### src/rtl/recip_arb_pkg.sv
// Shared types for the reciprocal arbiter: FSM states, saturation value, round-robin step.
package recip_arb_pkg;

  typedef enum logic [1:0] {
    S_IDLE,
    S_ISSUE,
    S_WAIT,
    S_RESP
  } state_t;

  // Returned for X==0; largest positive 24-bit signed value.
  localparam logic [23:0] RECIP_SAT = 24'h7FFFFF;

  function automatic int rr_next_idx(input int idx, input int n);
    return (idx + 1 >= n) ? 0 : idx + 1;
  endfunction

endpackage

### src/rtl/reciprocal_arbiter_if.sv
// Request/response and reciprocal-unit signals of the arbiter; master = arbiter side.
interface reciprocal_arbiter_if #(
  parameter int NUM_REQ = 4,
  parameter int DATA_W  = 24
);
  logic [NUM_REQ-1:0]        req_valid;
  logic [NUM_REQ*DATA_W-1:0] req_x;
  logic [NUM_REQ-1:0]        req_ready;
  logic [NUM_REQ-1:0]        rsp_valid;
  logic [DATA_W-1:0]         rsp_data;
  logic                      rsp_err;
  logic [DATA_W-1:0]         ru_x;
  logic                      ru_valid;
  logic [DATA_W-1:0]         ru_result;
  logic                      ru_done;
  logic                      busy;

  modport master (
    input  req_valid, req_x, ru_result, ru_done,
    output req_ready, rsp_valid, rsp_data, rsp_err, ru_x, ru_valid, busy
  );

  modport slave (
    output req_valid, req_x, ru_result, ru_done,
    input  req_ready, rsp_valid, rsp_data, rsp_err, ru_x, ru_valid, busy
  );
endinterface

### src/rtl/rr_priority_picker.sv
// Round-robin picker: first requester after i_last (with wrap) wins; purely combinational.
module rr_priority_picker
  import recip_arb_pkg::*;
#(
  parameter int NUM_REQ = 4,
  parameter int IDX_W   = 2
) (
  input  logic [NUM_REQ-1:0] i_req,
  input  logic [IDX_W-1:0]   i_last,
  output logic [NUM_REQ-1:0] o_gnt,
  output logic [IDX_W-1:0]   o_idx,
  output logic               o_any
);

  always_comb begin
    int pos;
    o_any = 1'b0;
    o_idx = '0;
    o_gnt = '0;
    pos   = rr_next_idx(int'(i_last), NUM_REQ);
    for (int k = 0; k < NUM_REQ; k++) begin
      if (!o_any && i_req[IDX_W'(pos)]) begin
        o_any = 1'b1;
        o_idx = IDX_W'(pos);
      end
      pos = rr_next_idx(pos, NUM_REQ);
    end
    if (o_any) o_gnt[o_idx] = 1'b1;
  end

endmodule

### src/rtl/reciprocal_arbiter.sv
// Shares one reciprocal unit between NUM_REQ requesters with round-robin grant and tagged response.
// RECIP_CACHE_EN adds a one-entry {x,result} cache that bypasses the unit on a repeat divisor.
module reciprocal_arbiter
  import recip_arb_pkg::*;
#(
  parameter int NUM_REQ = 4,
  parameter int DATA_W  = 24
) (
  input  logic                 clk,
  input  logic                 rst_n,
  reciprocal_arbiter_if.master bus
);

  localparam int IDX_W = $clog2(NUM_REQ);

  state_t              r_state;
  state_t              w_state_nxt;
  logic [IDX_W-1:0]    r_last;
  logic [IDX_W-1:0]    r_tag;
  logic [DATA_W-1:0]   r_x;
  logic [DATA_W-1:0]   r_result;
  logic                r_err;

  logic [NUM_REQ-1:0]  w_gnt;
  logic [IDX_W-1:0]    w_idx;
  logic                w_any;
  logic                w_accept;
  logic [DATA_W-1:0]   w_sel_x;
  logic                w_zero;
  logic                w_hit;
  logic [NUM_REQ-1:0]  w_tag_oh;

  rr_priority_picker #(
    .NUM_REQ (NUM_REQ),
    .IDX_W   (IDX_W)
  ) u_picker (
    .i_req  (bus.req_valid),
    .i_last (r_last),
    .o_gnt  (w_gnt),
    .o_idx  (w_idx),
    .o_any  (w_any)
  );

  assign w_sel_x = bus.req_x[int'(w_idx)*DATA_W +: DATA_W];
  assign w_zero  = (w_sel_x == '0);

`ifdef RECIP_CACHE_EN
  logic              r_c_vld;
  logic [DATA_W-1:0] r_c_x;
  logic [DATA_W-1:0] r_c_res;

  assign w_hit = r_c_vld && (w_sel_x == r_c_x);

  always_ff @(posedge clk or negedge rst_n) begin
    if (!rst_n) begin
      r_c_vld <= 1'b0;
      r_c_x   <= '0;
      r_c_res <= '0;
    end else if (r_state == S_WAIT && bus.ru_done) begin
      r_c_vld <= 1'b1;
      r_c_x   <= r_x;
      r_c_res <= bus.ru_result;
    end
  end
`else
  assign w_hit = 1'b0;
`endif

  always_comb begin
    w_state_nxt = r_state;
    w_accept    = 1'b0;
    unique case (r_state)
      S_IDLE: begin
        if (w_any) begin
          w_accept    = 1'b1;
          w_state_nxt = (w_zero || w_hit) ? S_RESP : S_ISSUE;
        end
      end
      S_ISSUE: w_state_nxt = S_WAIT;
      S_WAIT:  if (bus.ru_done) w_state_nxt = S_RESP;
      S_RESP:  w_state_nxt = S_IDLE;
      default: w_state_nxt = S_IDLE;
    endcase
  end

  always_ff @(posedge clk or negedge rst_n) begin
    if (!rst_n) begin
      r_state  <= S_IDLE;
      r_last   <= IDX_W'(NUM_REQ - 1);
      r_tag    <= '0;
      r_x      <= '0;
      r_result <= '0;
      r_err    <= 1'b0;
    end else begin
      r_state <= w_state_nxt;
      if (w_accept) begin
        r_x   <= w_sel_x;
        r_tag <= w_idx;
        r_err <= w_zero;
        if (w_zero) begin
          r_result <= DATA_W'(RECIP_SAT);
        end
`ifdef RECIP_CACHE_EN
        else if (w_hit) begin
          r_result <= r_c_res;
        end
`endif
      end
      if (r_state == S_WAIT && bus.ru_done) r_result <= bus.ru_result;
      if (r_state == S_RESP) r_last <= r_tag;
    end
  end

  assign w_tag_oh      = NUM_REQ'(1) << r_tag;
  assign bus.req_ready = (r_state == S_IDLE) ? w_gnt : '0;
  assign bus.rsp_valid = (r_state == S_RESP) ? w_tag_oh : '0;
  assign bus.rsp_data  = r_result;
  assign bus.rsp_err   = (r_state == S_RESP) && r_err;
  // Latched divisor stays on ru_x for the whole operation.
  assign bus.ru_x      = r_x;
  assign bus.ru_valid  = (r_state == S_ISSUE);
  assign bus.busy      = (r_state != S_IDLE);

endmodule
### src/flat_wrapper.sv
// flat-port wrapper written by rule: the top's interface ports become plain ports
module reciprocal_arbiter_flat import recip_arb_pkg::*;
#(
  parameter int NUM_REQ = 4,
  parameter int DATA_W  = 24
)
  (clk, rst_n, bus_req_valid, bus_req_x, bus_ru_result, bus_ru_done, bus_req_ready, bus_rsp_valid, bus_rsp_data, bus_rsp_err, bus_ru_x, bus_ru_valid, bus_busy);
  reciprocal_arbiter_if #(.NUM_REQ(NUM_REQ), .DATA_W(DATA_W)) bus_i ();
  input  logic clk;
  input  logic rst_n;
  input wire logic [$bits(bus_i.req_valid)-1:0] bus_req_valid;
  input wire logic [$bits(bus_i.req_x)-1:0] bus_req_x;
  input wire logic [$bits(bus_i.ru_result)-1:0] bus_ru_result;
  input wire logic [$bits(bus_i.ru_done)-1:0] bus_ru_done;
  output wire logic [$bits(bus_i.req_ready)-1:0] bus_req_ready;
  output wire logic [$bits(bus_i.rsp_valid)-1:0] bus_rsp_valid;
  output wire logic [$bits(bus_i.rsp_data)-1:0] bus_rsp_data;
  output wire logic [$bits(bus_i.rsp_err)-1:0] bus_rsp_err;
  output wire logic [$bits(bus_i.ru_x)-1:0] bus_ru_x;
  output wire logic [$bits(bus_i.ru_valid)-1:0] bus_ru_valid;
  output wire logic [$bits(bus_i.busy)-1:0] bus_busy;
  assign bus_i.req_valid = bus_req_valid;
  assign bus_i.req_x = bus_req_x;
  assign bus_i.ru_result = bus_ru_result;
  assign bus_i.ru_done = bus_ru_done;
  assign bus_req_ready = bus_i.req_ready;
  assign bus_rsp_valid = bus_i.rsp_valid;
  assign bus_rsp_data = bus_i.rsp_data;
  assign bus_rsp_err = bus_i.rsp_err;
  assign bus_ru_x = bus_i.ru_x;
  assign bus_ru_valid = bus_i.ru_valid;
  assign bus_busy = bus_i.busy;
  reciprocal_arbiter #(.NUM_REQ(NUM_REQ), .DATA_W(DATA_W)) u_core (.clk(clk), .rst_n(rst_n), .bus(bus_i));
endmodule
### config.mk
export PLATFORM = sky130hd
export DESIGN_NAME = reciprocal_arbiter_flat
export DESIGN_NICKNAME = d
export VERILOG_FILES = /design/src/rtl/recip_arb_pkg.sv /design/src/rtl/reciprocal_arbiter_if.sv /design/src/rtl/rr_priority_picker.sv /design/src/rtl/reciprocal_arbiter.sv /design/src/flat_wrapper.sv
export SDC_FILE = /design/constraint.sdc
export NUM_CORES = 1
export LEC_CHECK = 0
export ABC_AREA = 1
export CAP_MARGIN = 0
export CORE_ASPECT_RATIO = 1.5
export CORE_MARGIN = 4
export CORE_UTILIZATION = 44
export DETAILED_ROUTE_END_ITERATION = 7
export PLACE_DENSITY = 0.92
export SETUP_SLACK_MARGIN = 0.3
export SLEW_MARGIN = 20
export SYNTH_ARGS = -nofsm -noshare
export SYNTH_HDL_FRONTEND = slang
export SYNTH_SLANG_ARGS = --single-unit
### constraint.sdc
create_clock -name clk -period 3.5 [get_ports clk]
set_clock_uncertainty 0.2 [all_clocks]
set_input_delay 0.7 -clock clk [delete_from_list [all_inputs] [get_ports clk]]
set_output_delay 0.7 -clock clk [all_outputs]
set_load 0.01 [all_outputs]
Yosys cells after proc, flatten, opt, wreduce, memory -nomap -nowiden
Cells that the tools add are included.

Memories: 0. Register bits after elaboration: 55. ROM bits: 0. Output and inout port bits: 59. RAM bits: 0. Input port bits: 127. Latch bits: 0.

Reduce and logical (&&, ||, !) cells: 16. Shifts and indexed selects: 2. Mux-type cells: 38. Multiply operators: 1. Magnitude comparators: 10. Bitwise operators: 0. Add/sub/neg operators: 4. Eq/ne operators: 5. Div/mod/pow operators: 0.

Operators by type and width (number): >= comparator 32 x 4 -> 1 bit, second input constant (3); variable part select 96 x 32 -> 24 bit (1); 2-to-1 mux 24 bit (3); logical NOT 24 bit (1); < comparator 2 x 4 -> 1 bit, second input constant (4); 2-to-1 mux 2 bit (8); 2-to-1 mux 4 bit (4); 2-to-1 mux 1 bit (15); binary-select mux 1 bit (select 2 bit) (4); one-hot mux 2 bit (4 select lines) (1); adder 5 x 1 -> 6 bit, second input constant (1); >= comparator 6 x 3 -> 1 bit, second input constant (1); logical AND 1 bit (6); nonzero test 2 bit (3); adder 4 x 1 -> 5 bit, second input constant (1); 2-to-1 mux 5 bit (1); adder 3 x 1 -> 4 bit, second input constant (1); == test 2 bit, second input constant (2); multiplier 2 x 2 -> 4 bit, second input constant (1); != test 2 bit, second input constant (2); AND reduction 2 bit (2); left shift 1 x 2 -> 4 bit, first input constant (1); adder 2 x 1 -> 3 bit, second input constant (1); logical NOT 1 bit (3); 6 further kinds (6).

Longest topological paths before layout
Word-level depth: 23. Gate-level depth with buffers: 24. Depth with buffers taken out: 21.

Hierarchy
A second synthesis with hierarchy kept.

Cells, all modules: 556. Area total of the unflattened synthesis: 3743.6 µm².

By module, submodules not included: reciprocal_arbiter (cells each 466, instances 1, area each 3213.1 µm²); rr_priority_picker (cells each 90, instances 1, area each 530.5 µm²).

Least setup slack after synthesis
OpenSTA, ideal clock, no wires.

Path kind: register to output. From: register u_core.r_last[0]. To: output port bus_req_ready[1]. Required time: 2600 ps. Cell stages (with the launch flop): 14. Arrival: 2310 ps. Path buffers: 2. Slack: 290 ps. Path through: dfstp_2 buf_6 inv_6 ha_1 inv_1 nand3_2 nand2_4 nor2_4 nand3b_1 nand2_1 clkbuf_1 clkinv_1 nand2_1 nor2_1.

Cells in the longest elaborated chain, start to end: 23. Elaborated cells between the ends (all ways): 45.

Ends and longest elaborated chain: from (decl) (line reciprocal_arbiter.sv:18) `logic [IDX_W-1:0] r_last;`; from (signal assigned) (line reciprocal_arbiter.sv:89) `r_last <= IDX_W'(NUM_REQ - 1);`; from (signal assigned) (line reciprocal_arbiter.sv:110) `if (r_state == S_RESP) r_last <= r_tag;`; adder 2 x 1 -> 3 bit (*) (line recip_arb_pkg.sv:15) `return (idx + 1 >= n) ? 0 : idx + 1;`; >= comparator 32 x 4 -> 1 bit (line recip_arb_pkg.sv:15); 2-to-1 mux 3 bit (*) (line recip_arb_pkg.sv:15); adder 3 x 1 -> 4 bit (line recip_arb_pkg.sv:15); >= comparator 32 x 4 -> 1 bit (line recip_arb_pkg.sv:15); 2-to-1 mux 4 bit (line recip_arb_pkg.sv:15); adder 4 x 1 -> 5 bit or binary-select mux 1 bit (select 2 bit) (tied branches) (line recip_arb_pkg.sv:15, rr_priority_picker.sv:22); >= comparator 32 x 4 -> 1 bit or 2-to-1 mux 1 bit (tied branches) (line recip_arb_pkg.sv:15, rr_priority_picker.sv:22); [7 not listed]; logical AND 1 bit (line rr_priority_picker.sv:22) `if (!o_any && i_req[IDX_W'(pos)]) begin`; 2-to-1 mux 2 bit (line rr_priority_picker.sv:22); < comparator 2 x 3 -> 1 bit (implied by the code) or >= comparator 2 x 1 -> 1 bit (tied branches) (line rr_priority_picker.sv:28) `if (o_any) o_gnt[o_idx] = 1'b1;`; logical AND 1 bit (implied by the code) (line rr_priority_picker.sv:28); 2-to-1 mux 1 bit (implied by the code) (line rr_priority_picker.sv:28); demux 1 bit (select 2 bit) (line rr_priority_picker.sv:28); 2-to-1 mux 4 bit (*) (line rr_priority_picker.sv:28); 2-to-1 mux 4 bit (*) (line reciprocal_arbiter.sv:115) `assign bus.req_ready = (r_state == S_IDLE) ? w_gnt : '0;`; to (decl) (line flat_wrapper.sv:15) `output wire logic [$bits(bus_i.req_ready)-1:0] bus_req_ready;`.

Every way passes the cells marked *; elsewhere a longest branch is shown, timed or not. The select of a mux whose other input is x is not followed.

Final worst setup path
From: register u_core.r_last[0]. To: register u_core.r_result[20], in the netlist u_core.bus.rsp_data[20].

Cells in the longest elaborated chain, start to end: 22. Elaborated cells between the ends (all ways): 46.

Ends and longest elaborated chain: adder 2 x 1 -> 3 bit (*) (line recip_arb_pkg.sv:15); >= comparator 32 x 4 -> 1 bit (line recip_arb_pkg.sv:15); 2-to-1 mux 3 bit (*) (line recip_arb_pkg.sv:15); adder 3 x 1 -> 4 bit (line recip_arb_pkg.sv:15); >= comparator 32 x 4 -> 1 bit (line recip_arb_pkg.sv:15); 2-to-1 mux 4 bit (line recip_arb_pkg.sv:15); adder 4 x 1 -> 5 bit or binary-select mux 1 bit (select 2 bit) (tied branches) (line recip_arb_pkg.sv:15, rr_priority_picker.sv:22); >= comparator 32 x 4 -> 1 bit or 2-to-1 mux 1 bit (tied branches) (line recip_arb_pkg.sv:15, rr_priority_picker.sv:22); [6 not listed]; 2-to-1 mux 1 bit (implied by the code) or logical NOT 1 bit (tied branches) (line rr_priority_picker.sv:22); logical AND 1 bit (line rr_priority_picker.sv:22); 2-to-1 mux 2 bit (line rr_priority_picker.sv:22); multiplier 2 x 2 -> 4 bit (line reciprocal_arbiter.sv:44) `assign w_sel_x = bus.req_x[int'(w_idx)*DATA_W +: DATA_W];`; variable part select 96 x 32 -> 24 bit (line reciprocal_arbiter.sv:44); logical NOT 24 bit (line reciprocal_arbiter.sv:45) `assign w_zero = (w_sel_x == '0);`; nonzero test 2 bit (no line); AND reduction 2 bit (no line) (*); to (signal assigned) (line reciprocal_arbiter.sv:101) `r_result <= DATA_W'(RECIP_SAT);`; to (signal assigned) (line reciprocal_arbiter.sv:109) `if (r_state == S_WAIT && bus.ru_done) r_result <= bus.ru_result;`; to (decl) (line reciprocal_arbiter.sv:21) `logic [DATA_W-1:0] r_result;`.

Marked as above. A chain may end at the register's enable or synchronous reset.

==> results.txt <==
Setup violations remaining at the end of the flow were counted as 26. Headroom to the max-slew limit came out at 0.5306. The number of clock buffers inserted by TritonCTS is 5.

The count of buffer and inverter cells on the critical path is 6. The total count of max-transition violations in the final report is 0. Relative to the synthesized area, the layout overhead comes to 75.10%. The flow ran to the end, but the final reports show violations.

The type of the worst setup path is reg2reg. The pin count of the biggest net entering global routing came out at 56. After clock tree synthesis, the clock-pin slew on the worst setup and hold paths is 0.08 ns. Setup repair after global routing could not meet its margin everywhere. The number of standard cells after synthesis came out at 680. The first global-routing pass estimated 27,480 um of wire. The number of antenna violations at the first check in global routing came out at 1. The number of warnings printed during yosys synthesis came out at 0.

The ratio of routed vias to standard cells is 6.023. The placeable core region is 10,130 um^2. The effective utilization at floorplan came out at 0.4527. The first-pass iteration count of the detailed router came out at 6. The width of the chip came out at 91.38 um. The number of ports placed on the die boundary came out at 186. The cell taking the most area after synthesis is sky130_fd_sc_hd__dfrtp_1.

The post-route antenna net violation count came out at 0. The final reports fail on setup timing. Among cell families on the critical path, the largest total delay comes from simple AND/OR/NAND/NOR gates. In the final design database the tool counted 1,058 nets. The hold slack is 0.2440 ns. The critical path data required time came out at 3.48 ns.

The insertion delay to the later sink of the worst-skew pair came out at 0.29 ns. The synthesized net count came out at 818. The final period utilization is 1.053.

The maximum operating frequency is 0.2714 GHz. The number of filler instances in the final layout came out at 553. The overall global routing resource usage is 0.2762.

Hold repair after CTS inserted 0 buffers. The weighted congestion reported at the end of routability-driven placement came out at 0.8633. The total placed instance area is 6683 um^2.

The final instance area came out at 8034 um^2. The number of levels the H-tree was split into is 2. The number of buffers added on ports came out at 185.

The biggest fanout along the worst timing path is 28. The number of DRC violations after detailed routing is 0. The worst hold path belongs to the class in2async. After synthesis the cells add up to 4588 um^2. Of the synthesized area, sequential elements account for 0.3005.

The worst path arrival time came out at 3.67 ns. Averaged over all synthesized cells, the footprint is 6.747 um^2. The number of enable-type register cells in the synthesized netlist came out at 0. The endpoint of the most critical register-to-register path is u_core.bus.rsp_data[20].

The startpoint identified for the worst register-to-register timing path is u_core.r_last[0]. The minimum setup slack among reg-to-reg paths came out at -0.18 ns. The master of the slowest instance on the critical path is sky130_fd_sc_hd__dfstp_2.

The number of hold violations in the final report is 0. In this design, the stage delay of the slowest critical-path cell is 0.59 ns. The number of synthesized register bits is 55. For the pin with the worst max-slew slack, the measured transition is 0.7041 ns. After the first detailed-routing iteration, the DRC count stood at 692. The floorplan has 45 rows. The endpoint kind of the worst setup timing path is a register. After synthesis, the netlist uses 35 different library cells. The dominant synthesized flop cell is sky130_fd_sc_hd__dfrtp_1. STA classifies the critical path startpoint as a register. The cell that appears most often on the critical path is sky130_fd_sc_hd__nand2_1. The fraction of final layout cells with drive strength greater than 1 came out at 0.2964.

The remaining global-route overflow is 0. The number of global-route vias before repair is 5,581. The detailed-route wire length per cell came out at 20.98 um. The area occupied by multi-input gates is 3137 um^2. The max-capacitance violation count came out at 0. The total die area came out at 12,160 um^2. The worst reg-to-reg path cell count came out at 21. The minimum clock period is 3.685 ns.

The clock passes through at most 2 buffers. The share of Yosys cell area claimed by the top area cell type is 0.2891. The cell at the root of the clock tree is sky130_fd_sc_hd__clkbuf_16. For this block, the via count after detailed routing is 6,258. The area of all sequential standard cells is 1379 um^2. The HPWL reported at the end of detailed placement is 11,350 um. By area the synthesized netlist is led by sky130_fd_sc_hd__dfrtp_1 (29%), sky130_fd_sc_hd__nand2_1 (17%), sky130_fd_sc_hd__nand3_1 (9.3%), sky130_fd_sc_hd__nand4_1 (7.5%), sky130_fd_sc_hd__inv_1 (6.1%). The final routed wirelength across all metal layers is 21,800 um. TritonCTS built the clock tree. The number of clock sinks came out at 55. The fraction of registers with async set/reset came out at 1.000. The critical path goes through buf_8 > buf_6 > buf_12 > nand2_8 > nand3_4 > nand2_4 > nor2_4 > nand4_4 > buf_6 > buf_16 > nand4_1 > nand3_1 > nand2_1 > nand2_1 > nor2_1 > nand2_1 > nor2_2 > nand3_4 > buf_6 > nand3_1 > nand2_1. The final setup slack of the worst path came out at -0.1845 ns. The sum of negative setup slack came out at -3.428 ns.

The floorplan step set the die height to 133.1 um.
==> layer usage <==
metal,GRT usage,routed length (um),share of wire,up-vias
met2,0.4842,10940,0.50,509
met5,0,0,0,-
met4,0.1636,1739,0.080,0
met1,0.3186,7195,0.33,2899
met3,0.03356,1931,0.089,153
li1,-,-,-,2697
==> worst reg2reg max path, cell delays in order (launching register included) <==
cell and delay, ns:
sky130_fd_sc_hd__dfstp_2 0.59, sky130_fd_sc_hd__buf_8 0.13, sky130_fd_sc_hd__buf_6 0.09, sky130_fd_sc_hd__buf_12 0.12
sky130_fd_sc_hd__nand2_8 0.05, sky130_fd_sc_hd__nand3_4 0.11, sky130_fd_sc_hd__nand2_4 0.08, sky130_fd_sc_hd__nor2_4 0.24
sky130_fd_sc_hd__nand4_4 0.17, sky130_fd_sc_hd__buf_6 0.17, sky130_fd_sc_hd__buf_16 0.16, sky130_fd_sc_hd__nand4_1 0.09
sky130_fd_sc_hd__nand3_1 0.14, sky130_fd_sc_hd__nand2_1 0.14, sky130_fd_sc_hd__nand2_1 0.10, sky130_fd_sc_hd__nor2_1 0.16
sky130_fd_sc_hd__nand2_1 0.11, sky130_fd_sc_hd__nor2_2 0.16, sky130_fd_sc_hd__nand3_4 0.17, sky130_fd_sc_hd__buf_6 0.19
sky130_fd_sc_hd__nand3_1 0.10, sky130_fd_sc_hd__nand2_1 0.08
==> placed cells by master, fill, tap and decap left out, types with 7 or more instances in the layout <==
cell type	netlist	final
sky130_fd_sc_hd__clkdlybuf4s50_1	0	176
sky130_fd_sc_hd__buf_6	8	14
sky130_fd_sc_hd__o21ai_0	20	20
sky130_fd_sc_hd__nand3_1	85	60
sky130_fd_sc_hd__a31oi_1	8	8
sky130_fd_sc_hd__inv_2	3	9
sky130_fd_sc_hd__ha_1	11	8
sky130_fd_sc_hd__nand4_1	55	55
sky130_fd_sc_hd__buf_4	5	56
sky130_fd_sc_hd__nand3_2	27	45
sky130_fd_sc_hd__nor2_4	2	8
sky130_fd_sc_hd__buf_12	0	9
sky130_fd_sc_hd__nand3_4	0	7
sky130_fd_sc_hd__inv_1	74	67
sky130_fd_sc_hd__nand2_4	2	8
sky130_fd_sc_hd__or2_2	23	23
sky130_fd_sc_hd__nand2_2	6	37
sky130_fd_sc_hd__nand2_1	203	166
sky130_fd_sc_hd__nor2_2	3	10
sky130_fd_sc_hd__clkbuf_16	0	11
sky130_fd_sc_hd__nor2_1	38	25
sky130_fd_sc_hd__dfrtp_1	53	53
==> per-stage QoR <==
step	std cells	utilization	setup WS, ns
finish	1039	0.7927	-0.1845
global route	1039	0.7927	-0.3000
CTS	1013	0.7330	0.1989
detailed placement	973	0.6594	-0.2582
global placement	973	0.6594	-0.1673
floorplan	680	-	0.3182
==> cells by family after synthesis <==
kind of cell               synth area share
adders and majority gates           0.03000
DFF                                  0.3005
AOI/OAI and AO/OA                   0.04827
and+or+nand+nor                      0.4933
buffers and inverters                0.1279
==> layout make-up <==
type,instances,share of cell area
Inverter,79,0.03831
Multi-Input combinational cell,502,0.3904
Timing Repair Buffer,277,0.3635
Clock buffer,6,0.01604
Clock inverter,2,0.001557
Sequential cell,55,0.1716
Tap cell,117,0.01822
Antenna cell,1,0.0003115
==> sequential cells by signal (all words and copies together) (netlist names) <==
register,cells
u_core.r_last,2
u_core.bus.ru_x,24
u_core.r_state,2
u_core.r_err,1
u_core.bus.rsp_data,24
u_core.r_tag,2
==> timing repair <==
action,in CTS,in global routing
pin swaps,30,70
cloned,6,8
setup endpoints to repair,30,30
setup buffers,26,17
resized for setup,86,77
==> how the worst max path moves through the flow <==
stage / startpoint / to / slack [ns] / cells after the start
3_5_place_dp: bus_req_valid[2] / u_core.bus.rsp_data[1] / -0.26 / 20
6_report: u_core.r_last[0] / u_core.bus.rsp_data[20] / -0.18 / 21
2_1_floorplan: u_core.r_last[0] / bus_req_ready[0] / 0.32 / 12
5_1_grt: u_core.r_last[0] / u_core.bus.rsp_data[20] / -0.30 / 21
3_3_place_gp: bus_req_valid[0] / u_core.bus.rsp_data[1] / -0.17 / 18
4_1_cts: u_core.r_last[0] / u_core.r_state[1] / 0.20 / 21
==> synthesized netlist by cell type, types with 10 or more instances <==
cell                       number
sky130_fd_sc_hd__nor2_1        38
sky130_fd_sc_hd__nand3_2       27
sky130_fd_sc_hd__nand4_1       55
sky130_fd_sc_hd__buf_2         24
sky130_fd_sc_hd__nand2_1      203
sky130_fd_sc_hd__inv_1         74
sky130_fd_sc_hd__o21ai_0       20
sky130_fd_sc_hd__clkbuf_1      10
sky130_fd_sc_hd__dfrtp_1       53
sky130_fd_sc_hd__nand3_1       85
sky130_fd_sc_hd__or2_2         23
sky130_fd_sc_hd__ha_1          11
Power is not shown: default switching activity piles up to over one toggle a cycle in this logic, so the estimate is an artifact.
